**src/rtl/seq_divider_pkg.sv**
```systemverilog
// div_pkg: shared types and constants for the sequential divider.
//   state_t      - FSM encoding (IDLE / RUN / FIN)
//   MAX_WIDTH    - widest legal operand width
//   DZ_QUOTIENT  - quotient reported on divide-by-zero (all ones, sliced to WIDTH)
//   cnt_width()  - bits needed for the step counter, which holds WIDTH-1 down to 0
package div_pkg;

  typedef enum logic [1:0] {
    IDLE = 2'd0,
    RUN  = 2'd1,
    FIN  = 2'd2
  } state_t;

  localparam int MAX_WIDTH = 25;

  localparam logic [MAX_WIDTH-1:0] DZ_QUOTIENT = '1;

  function automatic int cnt_width(input int w);
    return (w < 2) ? 1 : $clog2(w);
  endfunction

endpackage

```
**src/rtl/seq_divider_sub_cla.sv**
```systemverilog
// sub_cla: combinational N-bit carry-lookahead subtractor, diff = a - b.
// Computed as a + ~b + 1, so generate/propagate are taken against ~b.
//   a, b      - N-bit unsigned operands
//   diff      - N-bit difference (p ^ c)
//   no_borrow - carry out; 1 when a >= b
// Group carries are looked ahead in 4-bit blocks; the carries inside a block
// are expanded from that block's carry-in.
module sub_cla #(
  parameter int N = 9
) (
  input  logic [N-1:0] a,
  input  logic [N-1:0] b,
  output logic [N-1:0] diff,
  output logic         no_borrow
);

  // Only full 4-bit groups need a lookahead carry; a partial top group is
  // expanded from the last full group's carry.
  localparam int NGF = N / 4;

  logic [N-1:0] g, p;
  logic [N:0]   c;
  logic [NGF:0] cgv;
  logic [3:0]   gg, pg;
  logic         cj;

  always_comb begin
    g   = a & ~b;
    p   = a ~^ b;
    gg  = '0;
    pg  = '0;
    cgv = '0;
    cgv[0] = 1'b1;
    for (int k = 0; k < NGF; k++) begin
      gg = g[4*k +: 4];
      pg = p[4*k +: 4];
      cgv[k+1] = gg[3] | (pg[3] & gg[2]) | (pg[3] & pg[2] & gg[1])
               | (pg[3] & pg[2] & pg[1] & gg[0]) | ((&pg) & cgv[k]);
    end
    c  = '0;
    cj = 1'b0;
    for (int j = 0; j <= N; j++) begin
      cj = cgv[j/4];
      for (int i = 4*(j/4); i < j; i++) cj = g[i] | (p[i] & cj);
      c[j] = cj;
    end
    diff      = p ^ c[N-1:0];
    no_borrow = c[N];
  end

endmodule

```
**src/rtl/seq_divider.sv**
```systemverilog
// seq_divider: iterative unsigned restoring divider, one quotient bit per clock.
//   clk, rst     - clock (rising edge), synchronous active-high reset
//   start        - request, accepted in IDLE or FIN
//   dividend     - numerator, captured on accept
//   divisor      - denominator, captured on accept
//   busy         - high while stepping (RUN)
//   done         - one-cycle pulse in FIN; results valid from this cycle
//   quotient     - result quotient, held until the next done
//   remainder    - result remainder, held until the next done
//   div_by_zero  - set with done when divisor was 0, held until next accept
module seq_divider
  import div_pkg::*;
#(
  parameter int WIDTH = 8
) (
  input  logic             clk,
  input  logic             rst,
  input  logic             start,
  input  logic [WIDTH-1:0] dividend,
  input  logic [WIDTH-1:0] divisor,
  output logic             busy,
  output logic             done,
  output logic [WIDTH-1:0] quotient,
  output logic [WIDTH-1:0] remainder,
  output logic             div_by_zero
);

  localparam int CW = cnt_width(WIDTH);

  state_t           state, state_nxt;
  logic [WIDTH-1:0] q_reg, d_reg;
  logic [WIDTH:0]   r_reg;
  logic [CW-1:0]    cnt;
  logic             accept;

  logic [WIDTH:0]   sub_a, sub_b, sub_diff, r_next;
  logic             no_borrow;
  logic [WIDTH-1:0] q_next;

  assign accept = start & ((state == IDLE) | (state == FIN));

  // Trial subtract of the shifted partial remainder against the divisor.
  assign sub_a = {r_reg[WIDTH-1:0], q_reg[WIDTH-1]};
  assign sub_b = {1'b0, d_reg};

  sub_cla #(.N(WIDTH+1)) u_sub (
    .a         (sub_a),
    .b         (sub_b),
    .diff      (sub_diff),
    .no_borrow (no_borrow)
  );

  assign r_next = no_borrow ? sub_diff : sub_a;
  assign q_next = {q_reg[WIDTH-2:0], no_borrow};

  // R < D always holds, so the stored top bit of R is always zero and never
  // feeds the next step.
  logic unused_r_msb;
  assign unused_r_msb = r_reg[WIDTH];

  // State register
  always_ff @(posedge clk) begin
    if (rst) state <= IDLE;
    else     state <= state_nxt;
  end

  // Next-state logic
  always_comb begin
    state_nxt = state;
    case (state)
      IDLE, FIN: begin
        if (accept) state_nxt = (divisor != '0) ? RUN : FIN;
        else        state_nxt = IDLE;
      end
      RUN:     if (cnt == '0) state_nxt = FIN;
      default: state_nxt = IDLE;
    endcase
  end

  // Outputs decoded from state
  always_comb begin
    busy = (state == RUN);
    done = (state == FIN);
  end

  // Datapath. Results land on the edge entering FIN so they are already valid
  // in the done cycle and simply hold afterwards.
  always_ff @(posedge clk) begin
    if (rst) begin
      q_reg       <= '0;
      d_reg       <= '0;
      r_reg       <= '0;
      cnt         <= '0;
      quotient    <= '0;
      remainder   <= '0;
      div_by_zero <= 1'b0;
    end else if (accept) begin
      q_reg       <= dividend;
      d_reg       <= divisor;
      r_reg       <= '0;
      cnt         <= CW'(WIDTH-1);
      div_by_zero <= (divisor == '0);
      if (divisor == '0) begin
        quotient  <= DZ_QUOTIENT[WIDTH-1:0];
        remainder <= dividend;
      end
    end else if (state == RUN) begin
      q_reg <= q_next;
      r_reg <= r_next;
      cnt   <= cnt - 1'b1;
      if (cnt == '0) begin
        quotient  <= q_next;
        remainder <= r_next[WIDTH-1:0];
      end
    end
  end

endmodule

```
**config.mk**
```make
export PLATFORM = sky130hd
export DESIGN_NAME = seq_divider
export DESIGN_NICKNAME = d
export VERILOG_FILES = /design/src/rtl/seq_divider_pkg.sv /design/src/rtl/seq_divider_sub_cla.sv /design/src/rtl/seq_divider.sv
export SDC_FILE = /design/constraint.sdc
export NUM_CORES = 1
export LEC_CHECK = 0
export CORE_MARGIN = 2
export CORE_UTILIZATION = 53
export DETAILED_ROUTE_END_ITERATION = 7
export GPL_ROUTABILITY_DRIVEN = 0
export PLACE_DENSITY = 0.8
export SYNTH_ARGS = -nofsm -noshare
export SYNTH_HDL_FRONTEND = slang
export SYNTH_SLANG_ARGS = --single-unit
```
**constraint.sdc**
```tcl
create_clock -name clk -period 3.3 [get_ports clk]
set_input_delay 0.66 -clock clk [delete_from_list [all_inputs] [get_ports clk]]
set_output_delay 0.66 -clock clk [all_outputs]
set_load 0.01 [all_outputs]
```
==> run metrics, run 1 <==
Final Setup Violations 0; endpoints failing hold 0; pwr dens 526 nW/µm²; post-synth cell types 41; total grt overflow 0; Comb pwr share 0.279; vias in the first global route 2130; post-cts sizing count 0; Slew HR 0.466; FF-to-FF End remainder[6]; CP Data Arrival Time 3280 ps; Startpoint Class flop; IO buf count 37; Via density 5.94; hold path depth 2; EDFF count, synth 0; fin area 2780 µm²; CTS buffer count 5; status finished, final reports clean; DR vias 2140; htree depth 2; Setup CP Type flop to flop; final worst path period share 0.929; pin count of the biggest net entering global routing 24; Max-Cap Viols 0; flop and latch count out of synthesis 46; top cells by area, synth dfxtp_1 (41%), a21oi_1 (6.8%), nand2_1 (6.3%); total power 1460 µW; clock power share 0.290; starting density of the core 0.560; Switch Pwr 467 µW; Hold EP d_reg[2]; synthesized area 2270 µm²; FFs w/ async S/R, synth 0; Post-CTS Setup Repair Bufs 0; clock root buffer clkbuf_8; Die Width 69.5 µm; DR pass1 iterations 5; RSZ-0062 raised after global routing no; DR WL/cell 15.4 µm; R2R cell count 11; Seq/Total Area, Yosys 0.405; Worst-Skew Late Latency 300 ps; top cell type's share of synthesized area 0.405; row cnt 23; clock-pin slew on the worst setup and hold paths 90 ps; Reg area 921 µm²; Post-Syn Nets 311; number of nets in the final layout 344; Synth area leader dfxtp_1; most frequent cells in the layout dfxtp_1 (46), nand2_1 (38), clkdlybuf4s50_1 (37), a21oi_1 (31), nor2_1 (29); Fmax achieved 326 MHz; cts hold-fix bufs 0; initial antenna violation count 0; placed cell areas 2670 µm²; hold_sp d_reg[2]; drt drc 0; first-pass GRT wire length 9550 µm; IO Pins 38; commonest non-fill, non-tap cell in the layout dfxtp_1; final wirelength 5550 µm; core area 4060 µm²; Filler cells 338; critical path endpoint category flop; Synth Warn # 0; max-slew violations 0; setup_tns 0 ps; Switching Share 0.319; Slew @ Worst Pin 798 ps; die area 4830 µm²; GRT Overall Usage 0.243; leakage power total 0.00101 µW; CP max FO 5; Layout area overhead 22.5%; Fin Clk Skew 11.4 ps; dpl hpwl 3950 µm; n_diodes 0; sequential share of power 0.431; worst-case clock buffer depth 2; initial DRC count 169; Reg2Reg Setup Slack 230 ps; Cells after Synth 276; worst hold path class flop to flop; critical path required time 3510 ps; clock sink count 46; Main synth FF type dfxtp_1; r2r startpoint q_reg[7]; post-route ant nets 0; worst vdd ir 0.308 mV; Tmin final 3070 ps; area of the multi-input gates 1200 µm²; CTS tree yes; syn_area_per_cell 8.23 µm²; Die Y-Extent 69.5 µm; P_int 996 µW; share of cells above drive strength 1 0.0581
-- cells by family (layout without fill, tap and decap cells) --
logic type,Yosys count,after routing,synth area share
AND/OR/NAND/NOR,94,94,0.180
XOR/XNOR,3,3,0.0116
flip-flops,46,46,0.405
multiplexers,1,1,0.00441
adder cells (fa/ha/maj),16,16,0.105
buffers and inverters,37,71,0.0683
AO/OA/AOI/OAI,79,79,0.226
-- cells in the mapped netlist, types with 2 or more instances --
| cell type | number |
|---|---|
| buf_2 | 3 |
| o311ai_0 | 9 |
| dfxtp_1 | 46 |
| a211oi_1 | 5 |
| a211oi_2 | 2 |
| a221oi_1 | 2 |
| nor4_1 | 2 |
| fa_1 | 5 |
| a21oi_1 | 31 |
| nor2_1 | 29 |
| nor3_1 | 8 |
| ha_1 | 11 |
| nand4_1 | 2 |
| a31oi_1 | 3 |
| buf_1 | 3 |
| nand2b_1 | 3 |
| o21ai_0 | 12 |
| a311oi_1 | 4 |
| clkbuf_1 | 9 |
| nand3_1 | 3 |
| or3_1 | 2 |
| inv_1 | 18 |
| xor2_1 | 2 |
| a22oi_1 | 6 |
| nor2b_1 | 3 |
| nand2_1 | 38 |
-- cell type report --
class                      count  share of cell area
multi-input combinational    193               0.430
sequential                    46               0.331
timing repair buffer          44               0.152
clock buffer                   6              0.0261
inverter                      19              0.0256
tap                           50              0.0225
clock inverter                 2              0.0135
-- per-stage QoR --
step / worst slack (ps) / util / std cells / hold slack, ps
after global placement: 474 / 0.659 / 352 / 447
after CTS: 263 / 0.686 / 360 / 460
after detailed placement: 319 / 0.659 / 352 / 449
after floorplan: 599 / - / 276 / 436
after global routing: 24.7 / 0.686 / 360 / 484
final: 233 / 0.686 / 360 / 459
-- layer usage --
metal	wire length, µm	part of all wire	global-route usage
met5	0	0	0
met4	112	0.020	0.0871
met2	2730	0.49	0.410
met1	2370	0.43	0.309
met3	345	0.062	0.0480
-- how the worst max path moves through the flow --
stage | startpoint | end | slack (ps)
after floorplan | q_reg[7] | remainder[7] | 600
after global placement | q_reg[7] | remainder[6] | 470
after detailed placement | q_reg[7] | remainder[7] | 320
after CTS | q_reg[7] | remainder[7] | 260
after global routing | q_reg[7] | remainder[6] | 20
final | q_reg[7] | remainder[6] | 230
-- power by group through the flow --
stage	combinational [µW]	clock (µW)	sequential, µW
after floorplan	266	0	643
after global placement	384	0	642
after detailed placement	399	0	644
after CTS	404	424	631
after global routing	456	442	637
final	408	425	631
-- worst max-delay path, stage by stage (launching register included) --
cell and delay [ps]:
dfxtp_1 410, inv_1 80, ha_1 310, o21ai_0 130, a22oi_1 190, inv_1 70, fa_1 380, fa_1 420
fa_1 440, o21ai_0 110, o311ai_0 190, a211oi_1 260
Power figures use the tool's default switching activity.
==> inputs of run 2 (changes only) <==
--- a/config.mk
+++ b/config.mk
@@ -10,6 +10,7 @@
 export DETAILED_ROUTE_END_ITERATION = 7
 export GPL_ROUTABILITY_DRIVEN = 0
 export PLACE_DENSITY = 0.8
+export SLEW_MARGIN = 0
 export SYNTH_ARGS = -nofsm -noshare
 export SYNTH_HDL_FRONTEND = slang
 export SYNTH_SLANG_ARGS = --single-unit
==> results of run 2 <==
The final DEF is identical to that of run 1; final timing and power are the same.
